$ cat config.mk
export PLATFORM = sky130hd
export DESIGN_NAME = branch_update_ctrl
export DESIGN_NICKNAME = d
export VERILOG_FILES = /design/src/rtl/branch_update_ctrl.sv
export SDC_FILE = /design/constraint.sdc
export NUM_CORES = 1
export LEC_CHECK = 0
export CORE_ASPECT_RATIO = 0.7
export CORE_MARGIN = 2
export CORE_UTILIZATION = 55
export DETAILED_ROUTE_END_ITERATION = 8
export PLACE_DENSITY = 0.79
export SLEW_MARGIN = 20
export SYNTH_ARGS = -nofsm -noshare
export SYNTH_HDL_FRONTEND = slang
export SYNTH_SLANG_ARGS = --single-unit
$ cat constraint.sdc
create_clock -name clk -period 4.19 [get_ports clk]
set_input_delay 0.838 -clock clk [delete_from_list [all_inputs] [get_ports clk]]
set_output_delay 0.838 -clock clk [all_outputs]
set_load 0.02 [all_outputs]
$ cat src/rtl/branch_update_ctrl.sv
// Sequences all writes into the single-port 2-bit counter table: decode allocation resets
// and exec training updates, with an in-order in-flight queue and global history.
module branch_update_ctrl #(
    parameter int unsigned DEPTH  = 4,
    parameter int unsigned IDX_W  = 8,
    parameter int unsigned HIST_W = 4
) (
    input  logic                       clk,
    input  logic                       rst_n,
    input  logic                       d_valid,
    input  logic [IDX_W-1:0]           d_index,
    input  logic                       d_new,
    output logic                       d_ready,
    input  logic                       x_valid,
    input  logic                       x_taken,
    input  logic                       x_mispredict,
    output logic                       tbl_we,
    output logic [1:0]                 tbl_op,
    output logic [IDX_W-1:0]           tbl_index,
    output logic                       tbl_taken,
    output logic [HIST_W-1:0]          history,
    output logic [$clog2(DEPTH+1)-1:0] count,
    output logic                       x_err
);
    localparam int unsigned PTR_W = $clog2(DEPTH);
    localparam int unsigned CNT_W = $clog2(DEPTH + 1);

    localparam logic [1:0] OP_IDLE  = 2'b00;
    localparam logic [1:0] OP_RST   = 2'b01;
    localparam logic [1:0] OP_TRAIN = 2'b10;
    localparam logic [1:0] OP_BOTH  = 2'b11;

    logic [IDX_W-1:0]  mem_q [DEPTH];
    logic [PTR_W-1:0]  rd_ptr_q, rd_ptr_d;
    logic [PTR_W-1:0]  wr_ptr_q, wr_ptr_d;
    logic [CNT_W-1:0]  count_q, count_d;
    logic              rst_pend_q, rst_pend_d;
    logic [IDX_W-1:0]  rst_idx_q, rst_idx_d;
    logic [HIST_W-1:0] hist_q, hist_d;
    logic              tbl_we_q, tbl_we_d;
    logic [1:0]        tbl_op_q, tbl_op_d;
    logic [IDX_W-1:0]  tbl_index_q, tbl_index_d;
    logic              tbl_taken_q, tbl_taken_d;
    logic              x_err_q, x_err_d;

    logic              pop;
    logic              flush;
    logic              push;
    logic [IDX_W-1:0]  head;

    // A pending reset blocks new allocations so only one reset is ever outstanding.
    assign d_ready = rst_n && (count_q < CNT_W'(DEPTH)) && !rst_pend_q;

    always_comb begin
        head        = mem_q[rd_ptr_q];
        pop         = x_valid && (count_q != '0);
        flush       = pop && x_mispredict;
        push        = d_valid && d_ready && !flush;

        rd_ptr_d    = rd_ptr_q;
        wr_ptr_d    = wr_ptr_q;
        count_d     = count_q;
        rst_pend_d  = rst_pend_q;
        rst_idx_d   = rst_idx_q;
        hist_d      = hist_q;
        tbl_we_d    = 1'b0;
        tbl_op_d    = OP_IDLE;
        tbl_index_d = tbl_index_q;
        tbl_taken_d = tbl_taken_q;
        x_err_d     = x_valid && (count_q == '0);

        // Training always owns the write port; a matching pending reset folds into it.
        if (pop) begin
            rd_ptr_d    = rd_ptr_q + PTR_W'(1);
            hist_d      = {hist_q[HIST_W-2:0], x_taken};
            tbl_we_d    = 1'b1;
            tbl_index_d = head;
            tbl_taken_d = x_taken;
            if (rst_pend_q && (rst_idx_q == head)) begin
                tbl_op_d   = OP_BOTH;
                rst_pend_d = 1'b0;
            end else begin
                tbl_op_d   = OP_TRAIN;
            end
        end else if (rst_pend_q) begin
            tbl_we_d    = 1'b1;
            tbl_op_d    = OP_RST;
            tbl_index_d = rst_idx_q;
            rst_pend_d  = 1'b0;
        end

        if (push) begin
            wr_ptr_d = wr_ptr_q + PTR_W'(1);
            if (d_new) begin
                rst_pend_d = 1'b1;
                rst_idx_d  = d_index;
            end
        end

        // A mispredict discards every younger in-flight branch.
        if (flush) begin
            count_d  = '0;
            rd_ptr_d = wr_ptr_q;
        end else begin
            count_d  = count_q + CNT_W'(push) - CNT_W'(pop);
        end
    end

    always_ff @(posedge clk or negedge rst_n) begin
        if (!rst_n) begin
            for (int i = 0; i < int'(DEPTH); i++) begin
                mem_q[i] <= '0;
            end
            rd_ptr_q    <= '0;
            wr_ptr_q    <= '0;
            count_q     <= '0;
            rst_pend_q  <= 1'b0;
            rst_idx_q   <= '0;
            hist_q      <= '0;
            tbl_we_q    <= 1'b0;
            tbl_op_q    <= OP_IDLE;
            tbl_index_q <= '0;
            tbl_taken_q <= 1'b0;
            x_err_q     <= 1'b0;
        end else begin
            if (push) begin
                mem_q[wr_ptr_q] <= d_index;
            end
            rd_ptr_q    <= rd_ptr_d;
            wr_ptr_q    <= wr_ptr_d;
            count_q     <= count_d;
            rst_pend_q  <= rst_pend_d;
            rst_idx_q   <= rst_idx_d;
            hist_q      <= hist_d;
            tbl_we_q    <= tbl_we_d;
            tbl_op_q    <= tbl_op_d;
            tbl_index_q <= tbl_index_d;
            tbl_taken_q <= tbl_taken_d;
            x_err_q     <= x_err_d;
        end
    end

    assign tbl_we    = tbl_we_q;
    assign tbl_op    = tbl_op_q;
    assign tbl_index = tbl_index_q;
    assign tbl_taken = tbl_taken_q;
    assign history   = hist_q;
    assign count     = count_q;
    assign x_err     = x_err_q;

endmodule

# ---- Word-level counts from Yosys, hierarchy flattened
# Index checks and enable logic that the tools add are counted.
dict set report word_totals {
  regBits 65
  out_inout_bits 21
}
dict set report op_classes {
  n_lt_le_gt_ge 4
  n_reduce_logical 16
  mux 20
  n_eq_ne 1
  addsub 4
  bitwise_logic 2
}
# cell n
set op_table {}
lappend op_table {{$mux W8} 5}
lappend op_table {{$bwmux W32} 1}
lappend op_table {{$bmux W8 S2} 1}
lappend op_table {{$demux W8 S2} 1}
lappend op_table {{$logic_and A1 B1 Y1} 9}
lappend op_table {{$eq A8 B8 Y1} 1}
lappend op_table {{$mux W1} 8}
lappend op_table {{$ge A3 B3 Y1 const B} 2}
lappend op_table {{$mux W2} 3}
lappend op_table {{$not A2 Y3} 2}
lappend op_table {{$add A2 B1 Y2 const B} 2}
lappend op_table {{$reduce_bool A2 Y1} 2}
lappend op_table {{$add A3 B1 Y3} 1}
lappend op_table {{$logic_not A3 Y1} 1}
lappend op_table {{$lt A3 B1 Y1 const B} 1}
lappend op_table {{$lt A3 B3 Y1 const B} 1}
lappend op_table {{$mux W3} 1}
lappend op_table {{$reduce_bool A3 Y1} 1}
lappend op_table {{$sub A3 B1 Y3} 1}
lappend op_table {{$logic_not A1 Y1} 2}
lappend op_table {{$reduce_and A2 Y1} 1}

# ---- Logic depth before layout (Yosys ltp)
dict set report depth {
  ltp_word 10
  mapped_depth 14
  ltp_nobuf 13
}

# ---- Worst setup path after synthesis
# OpenSTA, ideal clock, no wires.
dict set report synth_path {
  path_kind {input -> register}
  start {input port rst_n}
  end {register count_q[2] (netlist: count[2])}
  path_stages 12
  path_slack_ps 899
  required_ps 4056
  setup_ps 134
  arrival_ps 3157
  path_cell_list {nor3b_1 -> and3_4 -> buf_12 -> inv_1 -> ha_1 -> inv_1 -> ha_1 -> inv_1 -> fa_1 -> xor2_1 -> xnor2_1 -> a21oi_1}
}
dict set report synth_via {
  elab_chain_len 7
}
# item line
set synth_lines {}
lappend synth_lines {{start: declaration} 9} ;# input logic rst_n,
lappend synth_lines {{$logic_and A1 B1 Y1 (2 in a row)} 52} ;# assign d_ready = rst_n && (count_q < CNT_W'(DEPTH)) && !rst_pend_q;
lappend synth_lines {{$logic_and A1 B1 Y1 (2 in a row)} 58} ;# push = d_valid && d_ready && !flush;
lappend synth_lines {{$add A3 B1 Y3} 105} ;# count_d = count_q + CNT_W'(push) - CNT_W'(pop);
lappend synth_lines {{$sub A3 B1 Y3} 105}
lappend synth_lines {{$mux W3} 101} ;# if (flush) begin
lappend synth_lines {{named net count_d[2]} 36} ;# logic [CNT_W-1:0] count_q, count_d;
lappend synth_lines {{end signal: assignment} 131} ;# count_q <= count_d;
lappend synth_lines {{end: declaration} 36}
# The timed path passes the listed nets, and every way through them passes these cells.
# A chain may end at the register's enable or synchronous reset.

# ---- Worst setup path after layout
dict set report layout_path {
  start {input port x_valid}
  end {register count_q[2] (netlist: count[2])}
}
dict set report layout_via {
  elab_chain_len 7
}
# item line
set layout_lines {}
lappend layout_lines {{start: declaration} 14} ;# input logic x_valid,
lappend layout_lines {{$logic_and A1 B1 Y1 *} 56} ;# pop = x_valid && (count_q != '0);
lappend layout_lines {{$logic_and A1 B1 Y1} 57} ;# flush = pop && x_mispredict;
lappend layout_lines {{$logic_not A1 Y1} 58}
lappend layout_lines {{$logic_and A1 B1 Y1} 58}
lappend layout_lines {{$add A3 B1 Y3} 105}
lappend layout_lines {{$sub A3 B1 Y3} 105}
lappend layout_lines {{$mux W3 *} 101}
lappend layout_lines {{named net count_d[2]} 36}
# The timed path passes the listed nets; every way through them passes the cells marked *.

==> results.json <==
{
  "p_leak_nw": 1.68,
  "drt-initial-drc-count": 81,
  "worst_pin_slew_ns": 0.793,
  "portBuffers": 35,
  "globalplace.congestion": 0.796,
  "maxCapViolCount": 0,
  "arrival_ns": 3.46,
  "remaining_drc_errors": 0,
  "hp-class": "register to register",
  "final_cell_mix": "dfrtp_1, mux2_4, clkdlybuf4s50_1",
  "cts_resized": 0,
  "grt_usage": 0.218,
  "ys_types": 30,
  "clk_latency_ns": 0.34,
  "critPathKind": "input pin to register",
  "final_util": 0.686,
  "rsz0062_at_grt": "false",
  "syn_area_um2": 3100,
  "fin_crit_sh": 0.774,
  "swShare": 0.343,
  "vias_per_cell": 5.36,
  "cts_root_buf": "clkbuf_8",
  "grt_antenna_before_repair": 0,
  "ys_async_sr_fraction": 1.00,
  "cts_setup_buffers": 0,
  "synth_flop_cell": "dfrtp_1",
  "cts_max_path_buffers": 2,
  "pwr-share-comb": 0.434,
  "antenna_cells": 0,
  "cts_num_sinks": 64,
  "fin_cells": 325,
  "grt_max_degree": 65,
  "clkPwrFrac": 0.157,
  "fin_hold_ws_ns": 0.480,
  "p_int_mw": 1.88,
  "pwr-share-seq": 0.409,
  "row_count": 22,
  "cts_buffers": 9,
  "die-area_um2": 6260,
  "clk_pin_slew_worst_paths_ns": 0.06,
  "die_h_um": 66.8,
  "final_area_um2": 3660,
  "vias": 1743,
  "power_density_nw_per_um2": 782,
  "routed_wl_mm": 5.73,
  "synth_area_per_cell_um2": 14.8,
  "dpl.hpwl_mm": 3.79,
  "initial_core_util": 0.580,
  "postPlaceCellArea_um2": 3500,
  "synth_seq_cells": 64,
  "clock_skew_ns": 0.00547,
  "fin_nets": 273,
  "core_area_um2": 5340,
  "hold_violations": 0,
  "drive_above_1_share": 0.289,
  "cp_max_fo": 16,
  "vdd_drop_max_uv": 384,
  "cts_hold_buf": 0,
  "fin_ws_ns": 0.947,
  "start_kind": "input pin",
  "overflow": 0,
  "ant_nets": 0,
  "synth_edf_count": 0,
  "status": "completed",
  "total_power_mw": 2.86,
  "finalSetupViolCount": 0,
  "p_sw_mw": 0.981,
  "final_common_cell": "dfrtp_1",
  "yosys_warnings": 0,
  "ioPinCount": 36,
  "finalSetupTns_ns": 0,
  "slew_headroom": 0.471,
  "critical_path_required_ns": 4.40,
  "drtPass1Iterations": 4,
  "cts_tree": "done",
  "critPathCaptureType": "register",
  "clock.fmax_mhz": 308,
  "min_period_ns": 3.24,
  "synthCells": 210,
  "grt_pass1_wl_mm": 9.83,
  "synth-seq-area-share": 0.517,
  "grt_pass1_vias": 1781,
  "wl_per_cell_um": 17.6,
  "syn_nets": 232,
  "dpl.cell_count": 312,
  "syn2layout_area_growth_pct": 18.2,
  "place_worst_setup_slack_ns": 0.598,
  "htree_num_levels": 3,
  "die_w_um": 93.7,
  "maxSlewViolCount": 0
}
[kinds of logic after synthesis]
| group | Yosys count | synth area share |
|---|---|---|
| adders and majority gates | 7 | 0.0307 |
| DFF | 64 | 0.517 |
| xor gates and xnor gates | 11 | 0.0311 |
| muxes | 56 | 0.278 |
| buffers and inverters | 14 | 0.0238 |
| and+or+nand+nor | 40 | 0.0852 |
| AOI/OAI and AO/OA | 18 | 0.0347 |
[worst paths after layout]
path | start | endpoint | cells after the start | slack [ns]
max in group asynchronous | rst_n | mem_q[3]$_DFFE_PN0P_ | 2 | 2.99
hold reg to reg | history[3]$_DFFE_PN0N_ | history[3]$_DFFE_PN0N_ | 2 | 0.48
setup reg to reg | count[2]$_DFF_PN0_ | count[2]$_DFF_PN0_ | 13 | 0.98
hold / removal | history[3]$_DFFE_PN0N_ | history[3]$_DFFE_PN0N_ | 2 | 0.48
min in group asynchronous | rst_n | x_err$_DFF_PN0_ | 2 | 0.66
setup / recovery | x_valid | count[2]$_DFF_PN0_ | 14 | 0.95
[cell usage after synthesis, types with 3 or more instances]
master / n / share of area
nand2_8: 5 / 0.032
nand2_1: 19 / 0.023
clkbuf_1: 3 / 0.0036
dfrtp_1: 64 / 0.52
mux4_2: 8 / 0.058
mux2i_1: 8 / 0.026
xnor2_1: 10 / 0.028
inv_1: 6 / 0.0073
nor2_1: 6 / 0.0073
a21oi_1: 8 / 0.013
ha_1: 6 / 0.024
mux2_4: 40 / 0.19
o21ai_0: 8 / 0.013
[registers in the layout, indices dropped and copies added (netlist names)]
register    cells
count           3
history         4
mem_q          32
rd_ptr_q        2
rst_idx_q       8
rst_pend_q      1
tbl_index       8
tbl_op          2
tbl_we          1
wr_ptr_q        2
x_err           1
[layout make-up]
| class | instances | area [um^2] |
|---|---|---|
| fillers | 388 | 1680 |
| flip-flops and latches | 64 | 1600 |
| multi-input cells | 132 | 1420 |
| repair buffers | 37 | 360 |
| clock buffers | 12 | 155 |
| well taps | 72 | 90.1 |
| inverters | 7 | 26.3 |
| clock inverters | 1 | 5.00 |
[worst max-delay path, stage by stage]
cell	delay, ns
clkdlybuf4s50_1	0.46
o31ai_4	0.20
inv_2	0.08
nand2_2	0.11
and3_4	0.40
inv_1	0.09
ha_1	0.31
inv_1	0.06
ha_1	0.13
inv_1	0.05
fa_1	0.37
xor2_1	0.16
xnor2_1	0.15
a21oi_1	0.05
[power groups by stage]
stage,Clock (mW),Combinational [mW],Sequential [mW]
after detailed placement,0,1.25,1.18
final,0.448,1.24,1.17
after global placement,0,1.22,1.17
after global routing,0.487,1.36,1.21
after CTS,0.462,1.26,1.17
after floorplan,0,0.890,1.17
[metal layers]
layer | wire length, um | track usage | up-vias
li1 | - | - | 811
met1 | 2780 | 0.327 | 874
met2 | 2530 | 0.302 | 52
met3 | 339 | 0.0769 | 6
met4 | 77 | 0.0598 | 0
met5 | 0 | 0 | -
No activity file was read; power rests on OpenSTA's default activity.
==> variant: new RTL, same settings <==
Set the parameter `DEPTH` to 8 (it was 4).
--- a/src/rtl/branch_update_ctrl.sv
+++ b/src/rtl/branch_update_ctrl.sv
@@ -1,7 +1,7 @@
 // Sequences all writes into the single-port 2-bit counter table: decode allocation resets
 // and exec training updates, with an in-order in-flight queue and global history.
 module branch_update_ctrl #(
-    parameter int unsigned DEPTH  = 4,
+    parameter int unsigned DEPTH  = 8,
     parameter int unsigned IDX_W  = 8,
     parameter int unsigned HIST_W = 4
 ) (
Interface: changed (resized count); port bits go from 36 to 37. The function was not compared with the original's and may differ.
==> variant against the original RTL <==
  * Area after synthesis up 51%
  * Critical path depth fell by 1
  * Combinational power grew 36%
  * Non-clock buffer count is 6 higher
  * Power increased by 49%
  * Register-to-register slack improved by 0.19 ns
  * Sequential cell count rose by 35
  * Global-route usage rose by 1.5 points
  * Final area rose by 48%
  * Setup slack better by 0.080 ns
  * Sequential power increased by 49%
  * Routed wire length rose by 71%
  * Largest cell class unchanged
  * Highest routed layer unchanged
==> variant: results (changes against the original RTL) <==
| Metric | Value |
|---|---|
| Net Count, Synth | `366 (was 232)` |
| Clk Tree Root Cell | `clkbuf_16 (was clkbuf_8)` |
| Post-Synth Adder-Cell Area | `0.0230 (was 0.0307)` |
| Fillers | `645 (was 388)` |
| Hold WC Path Type | `input port to asynchronous set/reset pin (was register to register)` |
| Seq/Total Area, Yosys | `0.530 (was 0.517)` |
| Worst VDD drop | `0.000341 V (was 0.000384 V)` |
| Final-layout clock buffer total | `15 (was 12)` |
| Combinational power share | `0.395 (was 0.434)` |
| Post-DP HPWL | `6.47 mm (was 3.79 mm)` |
| GRT met3 Usage | `0.0575 (was 0.0769)` |
| Buffer share of cell area | `0.0758 (was 0.0984)` |
| Fin util | `0.649 (was 0.686)` |
| Vias in the first global route | `2852 (was 1781)` |
| Clock power share | `0.199 (was 0.157)` |
| Layout cells sized above 1 | `0.292 (was 0.289)` |
| Gr usage total | `0.234 (was 0.218)` |
| Metal3 WL | `503 um (was 339 um)` |
| Status | `finished clean (unchanged)` |
| Non-clk bufs | `43 (was 37)` |
| Area post-placement | `5110 sq um (was 3500 sq um)` |
| Met2 Resource Use GR | `0.367 (was 0.302)` |
| Port Buffers | `36 (was 35)` |
| Tapcell count | `105 (was 72)` |
| Multi-input gate count | `218 (was 132)` |
| Metal2 WL | `4.63 mm (was 2.53 mm)` |
| DRT iter0 DRCs | `240 (was 81)` |
| Cells after DPL | `473 (was 312)` |
| Final setup skew | `0.00664 ns (was 0.00547 ns)` |
variant: cell count changes in the layout (fill, tap and decap cells not counted), sizes merged, moves of 5 or more:
cell	before	now
buf	3	8
mux2	40	76
xnor2	10	5
nor2b	0	7
a211oi	0	5
dfrtp	64	99
mux2i	8	20
variant: path summary, 6_finish.rpt:
path / startpoint / end / slack (ns) / cells past startpoint
max in group asynchronous: rst_n / rst_idx_q[5] / 2.58 / 2
hold / removal: rst_n / history[3] / 0.41 / 1
min in group clk: history[1] / history[2] / 0.50 / 2
hold reg to reg: history[1] / history[2] / 0.50 / 2
setup / recovery: x_valid / count[3] / 1.03 / 13
setup reg to reg: count[2] / mem_q[24] / 1.17 / 10
variant: cell families (layout without fill, tap and decap cells):
group / after synthesis / in the layout
adder cells (fa/ha/maj): 8 / 8
flip-flops: 99 / 99
multiplexers: 104 / 104
buffers and inverters: 26 / 67
AND/OR/NAND/NOR: 60 / 60
AO/OA/AOI/OAI: 36 / 36
XOR/XNOR: 10 / 10
